[src/rtl/brick_pkg.sv]
// Shared types, layout constants and slot geometry helpers for the brick/paddle game controller.
package brick_pkg;

    localparam int unsigned NUM_BRICKS  = 9;
    localparam int unsigned NUM_SLOTS   = 10;
    localparam int unsigned PADDLE_SLOT = 9;
    localparam int unsigned CW          = 10;
    localparam int unsigned IDX_W       = 4;
    localparam int unsigned SCORE_W     = 8;

    localparam logic [CW-1:0] BRICK_X0 = 10'd160;
    localparam logic [CW-1:0] BRICK_Y0 = 10'd60;
    localparam logic [CW-1:0] PITCH_X  = 10'd120;
    localparam logic [CW-1:0] PITCH_Y  = 10'd40;
    localparam logic [CW-1:0] PADDLE_Y = 10'd440;

    typedef enum logic [2:0] {IDLE, SCAN, RESOLVE, PADDLE, DONE} brick_state_t;

    typedef struct packed {
        logic [CW-1:0] x;
        logic [CW-1:0] y;
    } slot_geom_t;

    // Bricks form a 3x3 grid; slot 9 is the paddle, which only moves in x.
    function automatic logic [CW-1:0] slot_x(input logic [IDX_W-1:0] s, input logic [CW-1:0] paddle_x);
        logic [CW-1:0] col;
        col = CW'(s % IDX_W'(3));
        if (s == IDX_W'(PADDLE_SLOT)) return paddle_x;
        return BRICK_X0 + col * PITCH_X;
    endfunction

    function automatic logic [CW-1:0] slot_y(input logic [IDX_W-1:0] s);
        logic [CW-1:0] row;
        row = CW'(s / IDX_W'(3));
        if (s == IDX_W'(PADDLE_SLOT)) return PADDLE_Y;
        return BRICK_Y0 + row * PITCH_Y;
    endfunction

endpackage

[src/rtl/brick_controller_if.sv]
// Frame-control, ball geometry and brick-state signals between game logic and the brick controller.
interface brick_controller_if;
    import brick_pkg::*;

    logic                       frame_tick;
    logic                       new_level;
    logic [CW-1:0]              BallX;
    logic [CW-1:0]              BallY;
    logic [CW-1:0]              Ball_size;
    logic [CW-1:0]              paddle_x;
    logic [CW-1:0]              brick_width;
    logic [CW-1:0]              brick_height;
    logic [NUM_BRICKS-1:0]      brick_exists;
    logic [NUM_SLOTS*CW-1:0]    brick_x_vals;
    logic [NUM_SLOTS*CW-1:0]    brick_y_vals;
    logic                       bounce_x;
    logic                       bounce_y;
    logic [SCORE_W-1:0]         score;
    logic                       level_clear;
    logic                       busy;
    logic                       overrun;

    modport master (
        output frame_tick, new_level, BallX, BallY, Ball_size, paddle_x, brick_width, brick_height,
        input  brick_exists, brick_x_vals, brick_y_vals, bounce_x, bounce_y, score, level_clear, busy, overrun
    );

    modport slave (
        input  frame_tick, new_level, BallX, BallY, Ball_size, paddle_x, brick_width, brick_height,
        output brick_exists, brick_x_vals, brick_y_vals, bounce_x, bounce_y, score, level_clear, busy, overrun
    );

endinterface

[src/rtl/brick_hit_test.sv]
// Combinational ball-versus-rectangle overlap test; the ball is a square of half-width ball_size_i.
module brick_hit_test
    import brick_pkg::*;
(
    input  slot_geom_t     slot_i,
    input  logic [CW-1:0]  ball_x_i,
    input  logic [CW-1:0]  ball_y_i,
    input  logic [CW-1:0]  ball_size_i,
    input  logic [CW-1:0]  width_i,
    input  logic [CW-1:0]  height_i,
    output logic           hit_c_o,
    output logic           x_inside_c_o
);

    localparam int unsigned SW = CW + 1;

    logic [SW-1:0] bx, by, sz, sx, sy, w, h;

    assign bx = SW'(ball_x_i);
    assign by = SW'(ball_y_i);
    assign sz = SW'(ball_size_i);
    assign sx = SW'(slot_i.x);
    assign sy = SW'(slot_i.y);
    assign w  = SW'(width_i);
    assign h  = SW'(height_i);

    assign hit_c_o = (bx + sz >= sx) && (bx < sx + w + sz) &&
                     (by + sz >= sy) && (by < sy + h + sz);

    // Centre inside the column span means a top/bottom hit, otherwise a side hit.
    assign x_inside_c_o = (bx >= sx) && (bx < sx + w);

endmodule

[src/rtl/brick_controller.sv]
// Per-frame scan of nine bricks and the paddle against the ball; clears the first hit brick,
// keeps score and issues single-cycle bounce pulses.
module brick_controller
    import brick_pkg::*;
(
    input  logic               Clk,
    input  logic               Reset_n,
    brick_controller_if.slave  bus
);

    brick_state_t           state_q, state_d;
    logic [IDX_W-1:0]       idx_q, idx_d;
    logic [IDX_W-1:0]       hit_idx_q, hit_idx_d;
    logic [NUM_BRICKS-1:0]  exists_q, exists_d;
    logic [SCORE_W-1:0]     score_q, score_d;
    logic                   bounce_x_q, bounce_x_d;
    logic                   bounce_y_q, bounce_y_d;
    logic                   busy_q, busy_d;
    logic                   overrun_q, overrun_d;
    logic                   level_clear_q, level_clear_d;
    logic                   pend_q, pend_d;

    logic [IDX_W-1:0]       sel_c;
    slot_geom_t             geom_c;
    logic                   hit_c;
    logic                   x_inside_c;
    logic [NUM_SLOTS*CW-1:0] x_vals_c, y_vals_c;

    // One hit tester serves the scan, the resolve direction check and the paddle check.
    always_comb begin
        sel_c = idx_q;
        if (state_q == RESOLVE)     sel_c = hit_idx_q;
        else if (state_q == PADDLE) sel_c = IDX_W'(PADDLE_SLOT);
        geom_c.x = slot_x(sel_c, bus.paddle_x);
        geom_c.y = slot_y(sel_c);
    end

    brick_hit_test u_hit (
        .slot_i       (geom_c),
        .ball_x_i     (bus.BallX),
        .ball_y_i     (bus.BallY),
        .ball_size_i  (bus.Ball_size),
        .width_i      (bus.brick_width),
        .height_i     (bus.brick_height),
        .hit_c_o      (hit_c),
        .x_inside_c_o (x_inside_c)
    );

    always_comb begin
        state_d     = state_q;
        idx_d       = idx_q;
        hit_idx_d   = hit_idx_q;
        exists_d    = exists_q;
        score_d     = score_q;
        bounce_x_d  = 1'b0;
        bounce_y_d  = 1'b0;
        overrun_d   = overrun_q;
        pend_d      = pend_q;

        // A late frame_tick wins over a simultaneous overrun clear.
        if (bus.new_level) overrun_d = 1'b0;
        if (bus.frame_tick && state_q != IDLE) overrun_d = 1'b1;
        if (bus.new_level && state_q != IDLE && state_q != DONE) pend_d = 1'b1;

        unique case (state_q)
            IDLE: begin
                if (bus.new_level) begin
                    exists_d = '1;
                end else if (bus.frame_tick) begin
                    idx_d   = '0;
                    state_d = SCAN;
                end
            end
            SCAN: begin
                if (exists_q[idx_q] && hit_c) begin
                    hit_idx_d = idx_q;
                    state_d   = RESOLVE;
                end else if (idx_q == IDX_W'(NUM_BRICKS - 1)) begin
                    state_d = PADDLE;
                end else begin
                    idx_d = idx_q + IDX_W'(1);
                end
            end
            RESOLVE: begin
                exists_d[hit_idx_q] = 1'b0;
                if (score_q != '1) score_d = score_q + SCORE_W'(1);
                if (x_inside_c) bounce_y_d = 1'b1;
                else            bounce_x_d = 1'b1;
                state_d = PADDLE;
            end
            PADDLE: begin
                if (hit_c) bounce_y_d = 1'b1;
                state_d = DONE;
            end
            DONE: begin
                if (pend_q || bus.new_level) begin
                    exists_d = '1;
                    pend_d   = 1'b0;
                end
                state_d = IDLE;
            end
            default: state_d = IDLE;
        endcase

        busy_d        = (state_d != IDLE);
        level_clear_d = (exists_q == '0);
    end

    always_ff @(posedge Clk or negedge Reset_n) begin
        if (!Reset_n) begin
            state_q       <= IDLE;
            idx_q         <= '0;
            hit_idx_q     <= '0;
            exists_q      <= '1;
            score_q       <= '0;
            bounce_x_q    <= 1'b0;
            bounce_y_q    <= 1'b0;
            busy_q        <= 1'b0;
            overrun_q     <= 1'b0;
            level_clear_q <= 1'b0;
            pend_q        <= 1'b0;
        end else begin
            state_q       <= state_d;
            idx_q         <= idx_d;
            hit_idx_q     <= hit_idx_d;
            exists_q      <= exists_d;
            score_q       <= score_d;
            bounce_x_q    <= bounce_x_d;
            bounce_y_q    <= bounce_y_d;
            busy_q        <= busy_d;
            overrun_q     <= overrun_d;
            level_clear_q <= level_clear_d;
            pend_q        <= pend_d;
        end
    end

    // Layout buses track paddle_x directly so the display sees paddle motion without delay.
    always_comb begin
        x_vals_c = '0;
        y_vals_c = '0;
        for (int unsigned s = 0; s < NUM_SLOTS; s++) begin
            x_vals_c[s*CW +: CW] = slot_x(IDX_W'(s), bus.paddle_x);
            y_vals_c[s*CW +: CW] = slot_y(IDX_W'(s));
        end
    end

    assign bus.brick_x_vals = x_vals_c;
    assign bus.brick_y_vals = y_vals_c;
    assign bus.brick_exists = exists_q;
    assign bus.score        = score_q;
    assign bus.bounce_x     = bounce_x_q;
    assign bus.bounce_y     = bounce_y_q;
    assign bus.busy         = busy_q;
    assign bus.overrun      = overrun_q;
    assign bus.level_clear  = level_clear_q;

endmodule

[src/flat_wrapper.sv]
// flat-port wrapper written by rule: the top's interface ports become plain ports
module brick_controller_flat import brick_pkg::*;
  (Clk, Reset_n, bus_frame_tick, bus_new_level, bus_BallX, bus_BallY, bus_Ball_size, bus_paddle_x, bus_brick_width, bus_brick_height, bus_brick_exists, bus_brick_x_vals, bus_brick_y_vals, bus_bounce_x, bus_bounce_y, bus_score, bus_level_clear, bus_busy, bus_overrun);
  brick_controller_if bus_i ();
  input  logic Clk;
  input  logic Reset_n;
  input wire logic [$bits(bus_i.frame_tick)-1:0] bus_frame_tick;
  input wire logic [$bits(bus_i.new_level)-1:0] bus_new_level;
  input wire logic [$bits(bus_i.BallX)-1:0] bus_BallX;
  input wire logic [$bits(bus_i.BallY)-1:0] bus_BallY;
  input wire logic [$bits(bus_i.Ball_size)-1:0] bus_Ball_size;
  input wire logic [$bits(bus_i.paddle_x)-1:0] bus_paddle_x;
  input wire logic [$bits(bus_i.brick_width)-1:0] bus_brick_width;
  input wire logic [$bits(bus_i.brick_height)-1:0] bus_brick_height;
  output wire logic [$bits(bus_i.brick_exists)-1:0] bus_brick_exists;
  output wire logic [$bits(bus_i.brick_x_vals)-1:0] bus_brick_x_vals;
  output wire logic [$bits(bus_i.brick_y_vals)-1:0] bus_brick_y_vals;
  output wire logic [$bits(bus_i.bounce_x)-1:0] bus_bounce_x;
  output wire logic [$bits(bus_i.bounce_y)-1:0] bus_bounce_y;
  output wire logic [$bits(bus_i.score)-1:0] bus_score;
  output wire logic [$bits(bus_i.level_clear)-1:0] bus_level_clear;
  output wire logic [$bits(bus_i.busy)-1:0] bus_busy;
  output wire logic [$bits(bus_i.overrun)-1:0] bus_overrun;
  assign bus_i.frame_tick = bus_frame_tick;
  assign bus_i.new_level = bus_new_level;
  assign bus_i.BallX = bus_BallX;
  assign bus_i.BallY = bus_BallY;
  assign bus_i.Ball_size = bus_Ball_size;
  assign bus_i.paddle_x = bus_paddle_x;
  assign bus_i.brick_width = bus_brick_width;
  assign bus_i.brick_height = bus_brick_height;
  assign bus_brick_exists = bus_i.brick_exists;
  assign bus_brick_x_vals = bus_i.brick_x_vals;
  assign bus_brick_y_vals = bus_i.brick_y_vals;
  assign bus_bounce_x = bus_i.bounce_x;
  assign bus_bounce_y = bus_i.bounce_y;
  assign bus_score = bus_i.score;
  assign bus_level_clear = bus_i.level_clear;
  assign bus_busy = bus_i.busy;
  assign bus_overrun = bus_i.overrun;
  brick_controller u_core (.Clk(Clk), .Reset_n(Reset_n), .bus(bus_i));
endmodule
[config.mk]
export PLATFORM = sky130hd
export DESIGN_NAME = brick_controller_flat
export DESIGN_NICKNAME = d
export VERILOG_FILES = /design/src/rtl/brick_pkg.sv /design/src/rtl/brick_controller_if.sv /design/src/rtl/brick_hit_test.sv /design/src/rtl/brick_controller.sv /design/src/flat_wrapper.sv
export SDC_FILE = /design/constraint.sdc
export NUM_CORES = 1
export LEC_CHECK = 0
export CORE_ASPECT_RATIO = 0.7
export CORE_MARGIN = 1.5
export CORE_UTILIZATION = 28
export CTS_BUF_LIST = sky130_fd_sc_hd__clkbuf_4 sky130_fd_sc_hd__clkbuf_8 sky130_fd_sc_hd__clkbuf_16
export DETAILED_ROUTE_END_ITERATION = 8
export GPL_TIMING_DRIVEN = 0
export HOLD_SLACK_MARGIN = 0.1
export SYNTH_ARGS = -nofsm -noshare
export SYNTH_HDL_FRONTEND = slang
export SYNTH_HIERARCHICAL = 1
export SYNTH_SLANG_ARGS = --single-unit
export TNS_END_PERCENT = 100
[constraint.sdc]
create_clock -name Clk -period 26.6 [get_ports Clk]
set_clock_uncertainty 0.15 [all_clocks]
set_input_delay 6.65 -clock Clk [delete_from_list [all_inputs] [get_ports Clk]]
set_output_delay 6.65 -clock Clk [all_outputs]
set_load 0.005 [all_outputs]
Word level (Yosys, flattened, before mapping)
Index checks and enable logic that the tools add are counted.
W data, S select, Z words.
{"block": "op_classes", "n_addsub": 10, "mul": 2, "div": 2, "order_cmp": 9, "eq_ne": 14, "n_mux": 34, "bitwise_logic": 2, "reduce_logical": 21}
{"op": "$add A10 B10 Y11", "count": 4}
{"op": "$mux W10", "count": 4}
{"op": "$lt A10 B11 Y1", "count": 3}
{"op": "$pmux W9 S3", "count": 1}
{"op": "$mux W4", "count": 6}
{"op": "$add A11 B10 Y11", "count": 2}
{"op": "$ge A11 B10 Y1", "count": 2}
{"op": "$mux W9", "count": 2}
{"op": "$mux W1", "count": 12}
{"op": "$mux W3", "count": 4}
{"op": "$pmux W3 S4", "count": 1}
{"op": "$add A6 B10 Y10 const A", "count": 1}
{"op": "$add A8 B10 Y10 const A", "count": 1}
{"op": "$div A4 B2 Y10 const B", "count": 1}
{"op": "$ge A10 B10 Y1", "count": 1}
{"op": "$lt A4 B5 Y1 const B", "count": 2}
{"op": "$mod A4 B2 Y10 const B", "count": 1}
{"op": "$mul A10 B3 Y7 const B", "count": 1}
{"op": "$mul A10 B4 Y7 const B", "count": 1}
{"op": "$ne A2 B2 Y1 const B", "count": 5}
{"op": "$and A9 B9 Y9", "count": 1}
{"op": "$logic_and A1 B1 Y1", "count": 9}
{"op": "$logic_not A9 Y1", "count": 1}
{"op": "$not A9 Y9", "count": 1}
{"op": "other kinds (21)", "count": 27}
{"block": "word_totals", "reg_bits": 34, "word_cells": 105}

Logic depth before layout (Yosys ltp)
{"block": "logic_depth", "word_depth": 17, "depth_mapped": 44, "depth_no_buf": 42}

Cells and area by module
The synthesis kept the hierarchy.
{"module": "brick_controller", "instances": 1, "cells_each": 522, "area_each_um2": 4356.7}
{"module": "brick_hit_test", "instances": 1, "cells_each": 407, "area_each_um2": 3382.0}

Worst setup path before layout
No wires, ideal clock.
{"block": "synth_path", "path_type": "input port to output port", "startpoint": "input bus_paddle_x[0]", "endpoint": "output bus_brick_x_vals[90]", "t_arrival_ns": 6.761, "required_time_ns": 19.800, "slack_ns": 13.039, "cell_stages": 1, "n_path_buf": 1, "path_cell_list": "buf_4"}
{"element": "from (decl)", "line": "flat_wrapper.sv:12", "source": "input wire logic [$bits(bus_i.paddle_x)-1:0] bus_paddle_x;"}
{"element": "to (decl)", "line": "flat_wrapper.sv:16", "source": "output wire logic [$bits(bus_i.brick_x_vals)-1:0] bus_brick_x_vals;"}
No word-level cell between the ends.

Worst setup path in the final report
{"block": "layout_path", "startpoint": "input bus_paddle_x[2]", "endpoint": "output bus_brick_x_vals[92]"}
No word-level cell between the ends.

==> results.py <==
metrics = {
    "outcome": {
        "status": "completed",
    },
    "worst_setup_path": {
        "path_cells": "clkdlybuf4s50_1 > buf_4 > clkdlybuf4s50_1",
        "max_stage_delay_ns": 0.53,
        "r2r_end": "u_core/hit_idx_q[3]$_DFFE_PN0P_",
        "reg2reg_depth": 41,
        "crit_fanout": 2,
        "cp-start-kind": "input pin",
        "crit_path_end_kind": "output port",
        "r2r-start": "u_core/state_q[0]$_DFF_PN0_",
        "critPathKind": "input pin to output port",
        "r2r_setup_slack_ns": 15.70,
        "worst_path_most_repeated_cell": "clkdlybuf4s50_1",
        "worst_ep_required_time_ns": 19.80,
        "critPathArrivalTime_ns": 7.79,
        "crit_slowest_cell": "clkdlybuf4s50_1",
    },
    "cts": {
        "clock_sinks": 34,
        "cts_made_buffers": 5,
        "clkTransAtPathRegs_ns": 0.05,
        "h-tree-depth": 2,
        "tritoncts": "built",
        "root_buffer": "clkbuf_16",
        "cts_resized": 0,
        "cts_max_path_buffers": 2,
        "ctsHoldBuffers": 0,
        "clk_latency_ns": 0.27,
        "post_cts_buffers": 0,
    },
    "timing": {
        "fin_tns_setup_ns": 0,
        "worst_slew_pin_slew_ns": 0.864,
        "post-route-min-period_ns": 14.59,
        "setup_viol": 0,
        "slew_violations": 0,
        "rsz0062_at_grt": "false",
        "slew_headroom_pct": 41.9,
        "post-route-period-util_pct": 54.9,
        "fmax_mhz": 68.5,
        "hold_viol": 0,
    },
    "floorplan": {
        "die_width_microns": 202,
        "die-area_sq_mm": 0.0287,
        "io_pins": 286,
        "initial_core_util_pct": 28.7,
        "die_height_microns": 142,
        "rows": 50,
        "fp.coreArea_sq_mm": 0.0270,
    },
    "final_layout": {
        "num-nets-final": 1434,
        "fillerInstances": 2777,
        "drive_above_1_share_pct": 21.1,
        "syn2layout_area_growth_pct": 29.3,
        "num_antenna_cells": 0,
    },
    "worst_hold_path": {
        "min_to": "u_core/bus.brick_exists[6]$_DFFE_PN1P_",
        "hold_path.startpoint": "u_core/bus.brick_exists[6]$_DFFE_PN1P_",
        "hold_depth": 2,
        "hold_class": "flop to flop",
    },
    "yosys": {
        "synthTopCellsByCount": "buf_4, ha_1, inv_1",
        "ys.flop_type": "dfrtp_1",
        "synth_area_sq_mm": 0.00774,
        "synth_top_area_share_pct": 20.2,
        "synth_seq_cells": 34,
        "synth_cells": 929,
        "ys_types": 78,
        "ys_seq_area_share_pct": 11.1,
        "yosysWarnings": 6,
        "synthArstFlopShare_pct": 100,
        "synth_edf_count": 0,
        "synth_top_area_cell": "ha_1",
        "avgSynthCellArea_sq_um": 8.33,
        "synth_top_cells_by_area": "ha_1, buf_4, dfrtp_1, fa_1, xnor2_1",
        "synth_most_common_cell": "buf_4",
    },
    "routing": {
        "drc": 0,
        "routed_wl_microns": 19200,
        "wire_per_inst_microns": 12.1,
        "ant_nets": 0,
        "drt_iter0_markers": 312,
        "vias_per_cell": 4.06,
        "num_vias": 6447,
        "dr.pass1.iters": 4,
    },
    "grt": {
        "grt_pass1_wl_microns": 30400,
        "overflow": 0,
        "antenna_found_initial": 0,
        "grt_usage_pct": 12.9,
        "grt_pass1_vias": 6083,
        "grt_max_degree": 35,
    },
    "place": {
        "hpwl_microns": 17100,
        "numPortBuffers": 95,
        "place_congestion": 0.827,
    },
    "job": {
        "maxCapViolCount": 0,
    },
}
flip-flops by register name (all words and copies together) (netlist names):
| signal | cells |
|---|---|
| u_core/idx_q | 4 |
| u_core/bus.busy | 1 |
| u_core/bus.brick_exists | 9 |
| u_core/pend_q | 1 |
| u_core/bus.bounce_y | 1 |
| u_core/state_q | 3 |
| u_core/bus.level_clear | 1 |
| u_core/bus.overrun | 1 |
| u_core/hit_idx_q | 4 |
| u_core/bus.score | 8 |
| u_core/bus.bounce_x | 1 |
through the flow:
stage / util (%) / instances / hold slack, ns / area (sq um) / worst slack, ns
6_report: 37.1 / 1588 / 0.347 / 10000 / 12.01
5_1_grt: 37.1 / 1588 / 0.369 / 10000 / 11.99
4_1_cts: 37.1 / 1588 / 0.349 / 10000 / 12.01
3_5_place_dp: 36.6 / 1580 / 0.339 / 9860 / 12.01
3_3_place_gp: 36.6 / 1580 / 0.334 / 9870 / 12.00
2_1_floorplan: - / 1121 / 0.330 / 8460 / 13.04
per-layer routing:
layer | share of wire, % | wire, microns | track usage [%]
met5 | 0 | 0 | 0
met4 | 0.61 | 117 | 1.22
met3 | 4.1 | 795 | 1.60
met2 | 43 | 8280 | 19.7
met1 | 52 | 10000 | 19.7
critical path, delay by kind of cell:
kind     cells  cell delay (ns)
buf+inv      3             1.14
kinds of logic (layout without fill, tap and decap cells):
kind of cell	after synthesis	after routing	share of synthesized area, %
buffers and inverters	295	398	24.4
AO/OA/AOI/OAI	190	190	16.9
AND/OR/NAND/NOR	183	183	11.6
adder cells (fa/ha/maj)	147	147	25.9
XOR/XNOR	60	60	6.97
flip-flops	34	34	11.1
multiplexers	18	18	3.01
other	2	194	0.0970
placed cells by master, fill, tap and decap left out, types with 4 or more instances in the layout:
cell type,count
a211oi_1,10
a21o_1,26
a21oi_1,51
a31oi_1,4
and3_1,5
buf_4,200
clkbuf_1,5
clkbuf_16,5
clkdlybuf4s50_1,94
conb_1,194
dfrtp_1,25
dfstp_2,9
fa_1,22
ha_1,125
inv_1,80
mux2_2,8
mux2i_1,5
nand2_1,51
nand2b_1,13
nand3_1,9
nand4_1,6
nor2_1,52
nor2b_1,11
nor3_1,8
nor4_1,5
o2111ai_1,4
o211ai_1,5
o21a_1,5
o21ai_0,40
o21bai_1,6
o31ai_1,4
or2_2,4
or3_1,7
xnor2_1,36
xor2_1,23
area by class of cell:
| cell class | instances | area (sq um) | area share [%] |
|---|---|---|---|
| Clock buffer | 8 | 148 | 1.48 |
| Multi-Input combinational cell | 792 | 5710 | 57.1 |
| Inverter | 84 | 318 | 3.18 |
| Timing Repair Buffer | 95 | 946 | 9.45 |
| Buffer | 211 | 1570 | 15.7 |
| Sequential cell | 34 | 862 | 8.61 |
| Tap cell | 364 | 455 | 4.55 |
how the worst max path moves through the flow:
stage,depth (start not counted),slack (ns),to,startpoint
final,3,12.01,bus_brick_x_vals[92],bus_paddle_x[2]
after global routing,3,11.99,bus_brick_x_vals[92],bus_paddle_x[2]
after CTS,3,12.01,bus_brick_x_vals[92],bus_paddle_x[2]
after detailed placement,3,12.01,bus_brick_x_vals[92],bus_paddle_x[2]
after global placement,3,12.00,bus_brick_x_vals[92],bus_paddle_x[2]
after floorplan,1,13.04,bus_brick_x_vals[90],bus_paddle_x[0]
Power is not shown: default switching activity piles up to over one toggle a cycle in this logic, so the estimate is an artifact.
